## src/rtl/usb_slfifo_sched.sv

```systemverilog
// Slave-FIFO bus scheduler for the CY68013: round-robin sharing of the FD bus
// between an EP2 read stream and an EP6 write stream, with parameterised strobe timing.
module usb_slfifo_sched #(
    parameter int unsigned T_ADDR = 4,
    parameter int unsigned T_OE   = 8,
    parameter int unsigned T_RD   = 24,
    parameter int unsigned T_WR   = 24,
    parameter int unsigned T_HOLD = 8
) (
    input  logic        sys_clk,
    input  logic        reset_n,
    input  logic        enable,
    input  logic        usb_flaga,
    input  logic        usb_flagc,
    output logic [1:0]  usb_fifoaddr,
    output logic        usb_slcs,
    output logic        usb_sloe,
    output logic        usb_slrd,
    output logic        usb_slwr,
    input  logic [15:0] usb_fd_i,
    output logic [15:0] usb_fd_o,
    output logic        usb_fd_oe,
    output logic [15:0] rd_data,
    output logic        rd_valid,
    input  logic        rd_ready,
    input  logic [15:0] wr_data,
    input  logic        wr_valid,
    output logic        wr_ready,
    output logic        busy,
    output logic [15:0] rd_count,
    output logic [15:0] wr_count
);

    typedef enum logic [3:0] {
        S_IDLE    = 4'd0,
        S_RD_ADDR = 4'd1,
        S_RD_OE   = 4'd2,
        S_RD_STRB = 4'd3,
        S_RD_HOLD = 4'd4,
        S_WR_ADDR = 4'd5,
        S_WR_STRB = 4'd6,
        S_WR_HOLD = 4'd7
    } state_t;

    // Phase counter loads N-1 on entry and the state exits when it reaches zero.
    localparam logic [5:0] LD_ADDR = 6'(T_ADDR - 32'd1);
    localparam logic [5:0] LD_OE   = 6'(T_OE   - 32'd1);
    localparam logic [5:0] LD_RD   = 6'(T_RD   - 32'd1);
    localparam logic [5:0] LD_WR   = 6'(T_WR   - 32'd1);
    localparam logic [5:0] LD_HOLD = 6'(T_HOLD - 32'd1);

    state_t      state_q, state_d;
    logic [5:0]  cnt_q, cnt_d;
    logic        last_wr_q, last_wr_d;
    logic        flaga_meta_q, flaga_meta_d, flaga_sync_q, flaga_sync_d;
    logic        flagc_meta_q, flagc_meta_d, flagc_sync_q, flagc_sync_d;
    logic [1:0]  fifoaddr_q, fifoaddr_d;
    logic        sloe_q, sloe_d, slrd_q, slrd_d, slwr_q, slwr_d;
    logic        fd_oe_q, fd_oe_d, busy_q, busy_d;
    logic [15:0] fd_o_q, fd_o_d, rd_data_q, rd_data_d;
    logic        rd_valid_q, rd_valid_d;
    logic [15:0] rd_count_q, rd_count_d, wr_count_q, wr_count_d;
    logic        rd_elig_s, wr_elig_s, grant_wr_s;

    // Next-state, arbitration and datapath capture.
    always_comb begin
        flaga_meta_d = usb_flaga;
        flaga_sync_d = flaga_meta_q;
        flagc_meta_d = usb_flagc;
        flagc_sync_d = flagc_meta_q;
        rd_elig_s    = enable & flaga_sync_q & ~rd_valid_q;
        wr_elig_s    = enable & flagc_sync_q & wr_valid;
        grant_wr_s   = 1'b0;
        state_d      = state_q;
        cnt_d        = cnt_q;
        last_wr_d    = last_wr_q;
        fd_o_d       = fd_o_q;
        rd_data_d    = rd_data_q;
        rd_valid_d   = rd_valid_q & ~rd_ready;
        rd_count_d   = rd_count_q;
        wr_count_d   = wr_count_q;
        case (state_q)
            S_IDLE: begin
                // A contested grant goes to the channel that did not win last time.
                if (rd_elig_s && (!wr_elig_s || last_wr_q)) begin
                    state_d   = S_RD_ADDR;
                    cnt_d     = LD_ADDR;
                    last_wr_d = 1'b0;
                end else if (wr_elig_s) begin
                    grant_wr_s = 1'b1;
                    state_d    = S_WR_ADDR;
                    cnt_d      = LD_ADDR;
                    last_wr_d  = 1'b1;
                    fd_o_d     = wr_data;
                end else begin
                    state_d = S_IDLE;
                end
            end
            S_RD_ADDR: begin
                if (cnt_q == 6'd0) begin state_d = S_RD_OE; cnt_d = LD_OE; end
                else begin cnt_d = cnt_q - 6'd1; end
            end
            S_RD_OE: begin
                if (cnt_q == 6'd0) begin state_d = S_RD_STRB; cnt_d = LD_RD; end
                else begin cnt_d = cnt_q - 6'd1; end
            end
            S_RD_STRB: begin
                if (cnt_q == 6'd0) begin
                    state_d   = S_RD_HOLD;
                    cnt_d     = LD_HOLD;
                    rd_data_d = usb_fd_i;
                end else begin
                    cnt_d = cnt_q - 6'd1;
                end
            end
            S_RD_HOLD: begin
                if (cnt_q == 6'd0) begin
                    state_d    = S_IDLE;
                    rd_valid_d = 1'b1;
                    rd_count_d = rd_count_q + 16'd1;
                end else begin
                    cnt_d = cnt_q - 6'd1;
                end
            end
            S_WR_ADDR: begin
                if (cnt_q == 6'd0) begin state_d = S_WR_STRB; cnt_d = LD_WR; end
                else begin cnt_d = cnt_q - 6'd1; end
            end
            S_WR_STRB: begin
                if (cnt_q == 6'd0) begin state_d = S_WR_HOLD; cnt_d = LD_HOLD; end
                else begin cnt_d = cnt_q - 6'd1; end
            end
            S_WR_HOLD: begin
                if (cnt_q == 6'd0) begin
                    state_d    = S_IDLE;
                    wr_count_d = wr_count_q + 16'd1;
                end else begin
                    cnt_d = cnt_q - 6'd1;
                end
            end
            default: begin
                state_d = S_IDLE;
                cnt_d   = 6'd0;
            end
        endcase
    end

    // Bus pins decoded from the next state so they are registered alongside it.
    always_comb begin
        fifoaddr_d = 2'b00;
        sloe_d     = 1'b1;
        slrd_d     = 1'b1;
        slwr_d     = 1'b1;
        fd_oe_d    = 1'b0;
        busy_d     = 1'b1;
        case (state_d)
            S_IDLE:    busy_d = 1'b0;
            S_RD_ADDR: busy_d = 1'b1;
            S_RD_OE:   sloe_d = 1'b0;
            S_RD_STRB: begin sloe_d = 1'b0; slrd_d = 1'b0; end
            S_RD_HOLD: sloe_d = 1'b0;
            S_WR_ADDR: begin fifoaddr_d = 2'b10; fd_oe_d = 1'b1; end
            S_WR_STRB: begin fifoaddr_d = 2'b10; fd_oe_d = 1'b1; slwr_d = 1'b0; end
            S_WR_HOLD: begin fifoaddr_d = 2'b10; fd_oe_d = 1'b1; end
            default:   busy_d = 1'b0;
        endcase
    end

    // State and registered outputs; reset forces the bus to its quiet state at once.
    always_ff @(posedge sys_clk or negedge reset_n) begin
        if (!reset_n) begin
            state_q      <= S_IDLE;
            cnt_q        <= 6'd0;
            last_wr_q    <= 1'b1;
            flaga_meta_q <= 1'b0;
            flaga_sync_q <= 1'b0;
            flagc_meta_q <= 1'b0;
            flagc_sync_q <= 1'b0;
            fifoaddr_q   <= 2'b00;
            sloe_q       <= 1'b1;
            slrd_q       <= 1'b1;
            slwr_q       <= 1'b1;
            fd_oe_q      <= 1'b0;
            busy_q       <= 1'b0;
            fd_o_q       <= 16'd0;
            rd_data_q    <= 16'd0;
            rd_valid_q   <= 1'b0;
            rd_count_q   <= 16'd0;
            wr_count_q   <= 16'd0;
        end else begin
            state_q      <= state_d;
            cnt_q        <= cnt_d;
            last_wr_q    <= last_wr_d;
            flaga_meta_q <= flaga_meta_d;
            flaga_sync_q <= flaga_sync_d;
            flagc_meta_q <= flagc_meta_d;
            flagc_sync_q <= flagc_sync_d;
            fifoaddr_q   <= fifoaddr_d;
            sloe_q       <= sloe_d;
            slrd_q       <= slrd_d;
            slwr_q       <= slwr_d;
            fd_oe_q      <= fd_oe_d;
            busy_q       <= busy_d;
            fd_o_q       <= fd_o_d;
            rd_data_q    <= rd_data_d;
            rd_valid_q   <= rd_valid_d;
            rd_count_q   <= rd_count_d;
            wr_count_q   <= wr_count_d;
        end
    end

    // wr_ready marks the grant cycle itself, the cycle in which wr_data is taken.
    assign wr_ready     = grant_wr_s;
    assign usb_slcs     = 1'b0;
    assign usb_fifoaddr = fifoaddr_q;
    assign usb_sloe     = sloe_q;
    assign usb_slrd     = slrd_q;
    assign usb_slwr     = slwr_q;
    assign usb_fd_o     = fd_o_q;
    assign usb_fd_oe    = fd_oe_q;
    assign rd_data      = rd_data_q;
    assign rd_valid     = rd_valid_q;
    assign busy         = busy_q;
    assign rd_count     = rd_count_q;
    assign wr_count     = wr_count_q;

endmodule

```

## config.mk

```make
export PLATFORM = sky130hd
export DESIGN_NAME = usb_slfifo_sched
export DESIGN_NICKNAME = d
export VERILOG_FILES = /design/src/rtl/usb_slfifo_sched.sv
export SDC_FILE = /design/constraint.sdc
export NUM_CORES = 1
export LEC_CHECK = 0
export CAP_MARGIN = 30
export CORE_ASPECT_RATIO = 1.1
export CORE_UTILIZATION = 45
export CTS_CLUSTER_DIAMETER = 80
export DETAILED_ROUTE_END_ITERATION = 7
export HOLD_SLACK_MARGIN = 0.15
export PLACE_DENSITY = 0.78
export RECOVER_POWER = 100
export SYNTH_ARGS = -nofsm -noshare
export SYNTH_HDL_FRONTEND = slang
export SYNTH_SLANG_ARGS = --single-unit
```

## constraint.sdc

```tcl
create_clock -name sys_clk -period 5.9 [get_ports sys_clk]
set_input_delay 0.885 -clock sys_clk [delete_from_list [all_inputs] [get_ports sys_clk]]
set_output_delay 0.885 -clock sys_clk [all_outputs]
set_load 0.02 [all_outputs]
```

* After elaboration in Yosys (flattened, before gate mapping)
Index checks and enable logic that the tools add are counted. W data, S select, Z words.
Operators by class: $add $sub $neg 3, eq/ne operators 16, muxes and demuxes 28, bitwise logic cells 8, reductions and logical operators 18
Operators by type and width (count):
- $add A16 B1 Y16 const B | 2
- $eq A4 B3 Y1 const B | 8
- $mux W6 | 5
- $pmux W4 S7 | 1
- $mux W4 | 6
- $pmux W6 S4 | 1
- $eq A4 B2 Y1 const B | 4
- $mux W1 | 12
- $reduce_and A2 Y1 | 5
- $reduce_or A3 Y1 | 3
- $eq A4 B1 Y1 const B | 2
- $reduce_or A7 Y1 | 1
- $logic_not A6 Y1 | 1
- $mux W3 | 2
- $sub A6 B1 Y6 const B | 1
- $and A1 B1 Y1 | 5
- $logic_not A4 Y1 | 1
- $reduce_or A2 Y1 | 2
- $ne A3 B3 Y1 const B | 1
- $not A1 Y1 | 3
- $reduce_and A3 Y1 | 1
- $mux W2 | 1
- $ne A2 B2 Y1 const B | 1
- $reduce_bool A2 Y1 | 1
- 3 further kinds | 3
Word-level totals: register bits 87, input bits 39, output and inout port bits 74, word-level logic and storage cells 91

* Depth between registers and ports, before layout
word-level depth 10, depth in mapped cells 10, gate-level depth less buffers 8

* Worst setup path after synthesis
Ideal clock, no wire load.
path type input -> output, from input wr_valid, to output wr_ready, data arrival time 1715 ps, required time 5015 ps, slack 3300 ps, stages 5, buffers on the path 2, cells stage by stage nand3_1 a211o_1 buf_2 buf_2 inv_1
Between the ends: longest elaborated chain between the ends 6, elaborated cells on any way between the ends 7, classes of those cells mux: 3; bitwise: 1; reduce/logical: 3
Ends and longest elaborated chain:
- from (decl) | RTL line 27 | input logic wr_valid,
- $and A1 B1 Y1 * | RTL line 72 | wr_elig_s = enable & flagc_sync_q & wr_valid;
- $logic_not A1 Y1 | RTL line 85 | if (rd_elig_s && (!wr_elig_s || last_wr_q)) begin
- $logic_or A1 B1 Y1 | RTL line 85
- $logic_and A1 B1 Y1 | RTL line 85
- $mux W1 * | RTL line 85
- $mux W1 * | RTL line 82 | case (state_q)
- to (decl) | RTL line 28 | output logic wr_ready,
Mark *: on every way between the ends. The rest lies on a longest branch, timed or not.

* Worst setup path in the final report
from input enable, to output wr_ready
Between the ends: longest elaborated chain between the ends 7, elaborated cells on any way between the ends 10, classes of those cells mux: 3; bitwise: 4; reduce/logical: 3
Ends and longest elaborated chain:
- from (decl) | RTL line 12 | input logic enable,
- $and A1 B1 Y1 (2 in series) | RTL line 72
- $logic_not A1 Y1 | RTL line 85
- $logic_or A1 B1 Y1 | RTL line 85
- $logic_and A1 B1 Y1 | RTL line 85
- $mux W1 * | RTL line 85
- $mux W1 * | RTL line 82
Marks and branches as above.

==> flow_summary.toml <==
[status]
outcome = "finished, violations left"
violations = "max-capacitance violations, max-slew violations"

[synthesis]
async_flop_share = 1.00
syn_inst = 285
synth.area.top_cells = "dfrtp_1 56%, mux2_2 11%, xnor2_1 6.1%"
synth_area_sq_um = 3600
yosysSeqAreaShare = 0.593
synth_edf_count = 0
yosys_warnings = 0
yosysTopAreaCell = "dfrtp_1"
synth_cell_type_count = 40
ys.flop_type = "dfrtp_1"
yosysTopAreaCellShare = 0.563
post-synth-top-count-cell = "dfrtp_1"
synth-seq-cells = 85
avgSynthCellArea_sq_um = 12.6
synth_common_cells = "81 x dfrtp_1, 35 x mux2_2, 25 x xnor2_1, 19 x nand2_1, 15 x nand3_1"

[power_and_ir_drop]
power_leakage_nw = 2.29
ir_drop_uv = 235
total_power_mw = 1.90
powerDensity_nw_per_um2 = 383

[critical_path]
reg2reg_depth = 8
r2r_slack_ns = 3.10
end_kind = "primary output"
crit_end = "wr_ready"
startpoint_type = "input port"
critPathKind = "input port to primary output"
r2r_start = "cnt_q[1]"
timing.rr.end = "wr_count[15]"
critPathArrivalTime_ns = 2.91
startpoint = "enable"
cp_max_fo = 18
required_ns = 5.02

[clock_network]
cts_htree_levels = 3
clk_pin_slew_ns = 0.08
cts_resized = 0
cts_tree = "built"
cts_root_buf = "clkbuf_8"
clock-sinks = 85
cts_made_buffers = 9
ctsHoldBuffers = 0
clockBufferDepth = 2
cts_setup_buffers = 0
clock_latency_ns = 0.35

[floorplanning]
initial_core_util = 0.473
core_sq_um = 7600
dieArea_sq_um = 8360
rows = 33
dieWidth_microns = 87.2
io_pins = 113
die_height_microns = 95.8

[job]
drv_cap = 1

[timing]
whs_ns = 0.352
finalHoldViolCount = 0
fin_skew_ns = 0.0130
final-setup-viol-count = 0
fmax_mhz = 264
worst_pin_slew_ns = 2.10
tns_ns = 0
period_share = 0.643
relSlewSlack = -0.400
min_period_ns = 3.79
grt_setup_unrepaired = "no"
drv_slew = 38
setup_slack_ns = 2.11

[placement]
place.gp.congestion = 0.834
hpwl_microns = 5320
place_ws_ns = 2.23
portBuffers = 110

[drt]
drtIter0Drc = 73
via_per_inst = 5.02
dr.pass1.iters = 4
vias = 2537
drt-total-wl_microns = 7150
drc = 0
wl_per_cell_microns = 14.2
drtAntennaViolNets = 0

[global_routing]
grt-ovfl-total = 0
grt_max_degree = 49
antenna_found_initial = 0
grt_pass1_vias = 2592
grt_pass1_wl_microns = 11600
track_usage = 0.182

[layout]
nets = 437
diodes = 0
syn_to_final_growth_pct = 37.7
drive_gt1_frac = 0.145
multi_input_area_sq_um = 1330
nFillCells = 629
area.sequential_sq_um = 2130

[worst_hold_path]
hp-class = "register to register"
## critical path, cell delays in order
cell,delay (ns)
dlygate4sd3_1,0.57
nand3_1,0.10
a211o_1,0.55
inv_1,0.12
dlygate4sd3_1,0.67
## layer usage
layer,vias up,part of all wire,global-route usage
met3,10,0.082,0.0635
met4,0,0.014,0.0861
met1,1232,0.40,0.201
li1,1206,-,-
met5,-,0,0
met2,89,0.50,0.313
## flip-flops by register name, indices dropped and copies added (netlist names)
name          cells
rd_data          16
usb_slwr          1
rd_count         16
usb_fifoaddr      1
usb_fd_o         16
flaga_meta_q      1
cnt_q             6
wr_count         16
flagc_meta_q      1
busy              1
usb_slrd          1
last_wr_q         1
flagc_sync_q      1
state_q           4
flaga_sync_q      1
rd_valid          1
usb_sloe          1
## worst min-delay path by stage
stage                         to  slack [ns]         start  depth (start not counted)
floorplan           flaga_sync_q        0.33  flaga_meta_q                          0
global placement    flagc_sync_q        0.33  flagc_meta_q                          0
detailed placement  flagc_sync_q        0.34  flagc_meta_q                          0
CTS                 flagc_sync_q        0.35  flagc_meta_q                          0
global route        flagc_sync_q        0.37  flagc_meta_q                          0
finish              flagc_sync_q        0.35  flagc_meta_q                          0
## metrics by stage
stage,cell area (sq um),util,cells
floorplan,3600,-,287
global placement,4750,0.626,488
detailed placement,4780,0.629,489
CTS,4980,0.655,505
global route,4950,0.652,505
finish,4950,0.652,505
## logic make-up after synthesis
logic type / share of synthesized area
flip-flops: 0.593
AND/OR/NAND/NOR: 0.123
multiplexers: 0.115
XOR/XNOR: 0.0779
buffers and inverters: 0.0330
AO/OA/AOI/OAI: 0.0466
adder cells (fa/ha/maj): 0.0104
other: 0.00104
## power by group
part / leakage [nW] / switching (mW) / internal (mW)
Sequential: 1.09 / 0.0858 / 0.728
Clock: 0.0918 / 0.209 / 0.197
Combinational: 1.11 / 0.354 / 0.324
## final cells by class
class | count | area share
flip-flops and latches | 85 | 0.430
multi-input cells | 178 | 0.269
repair buffers | 111 | 0.227
well taps | 105 | 0.0265
clock buffers | 9 | 0.0250
clock inverters | 7 | 0.0152
inverters | 10 | 0.00758
## cells in the final DEF (no fill, tap or decap), drive strengths merged, types with 4 or more instances in the layout
cell type / Yosys / routed
dfrtp: 81 / 81
dlygate4sd3: 0 / 76
mux2: 35 / 35
clkdlybuf4s50: 0 / 33
xnor2: 25 / 25
nand2: 19 / 19
nand3: 15 / 15
nor2: 12 / 12
inv: 10 / 11
clkbuf: 3 / 10
nand4: 8 / 8
xor2: 7 / 7
o21ai: 7 / 7
and4: 6 / 6
nor3: 4 / 4
and3: 4 / 4
dfstp: 4 / 4
(Power assumes the default switching activity.)
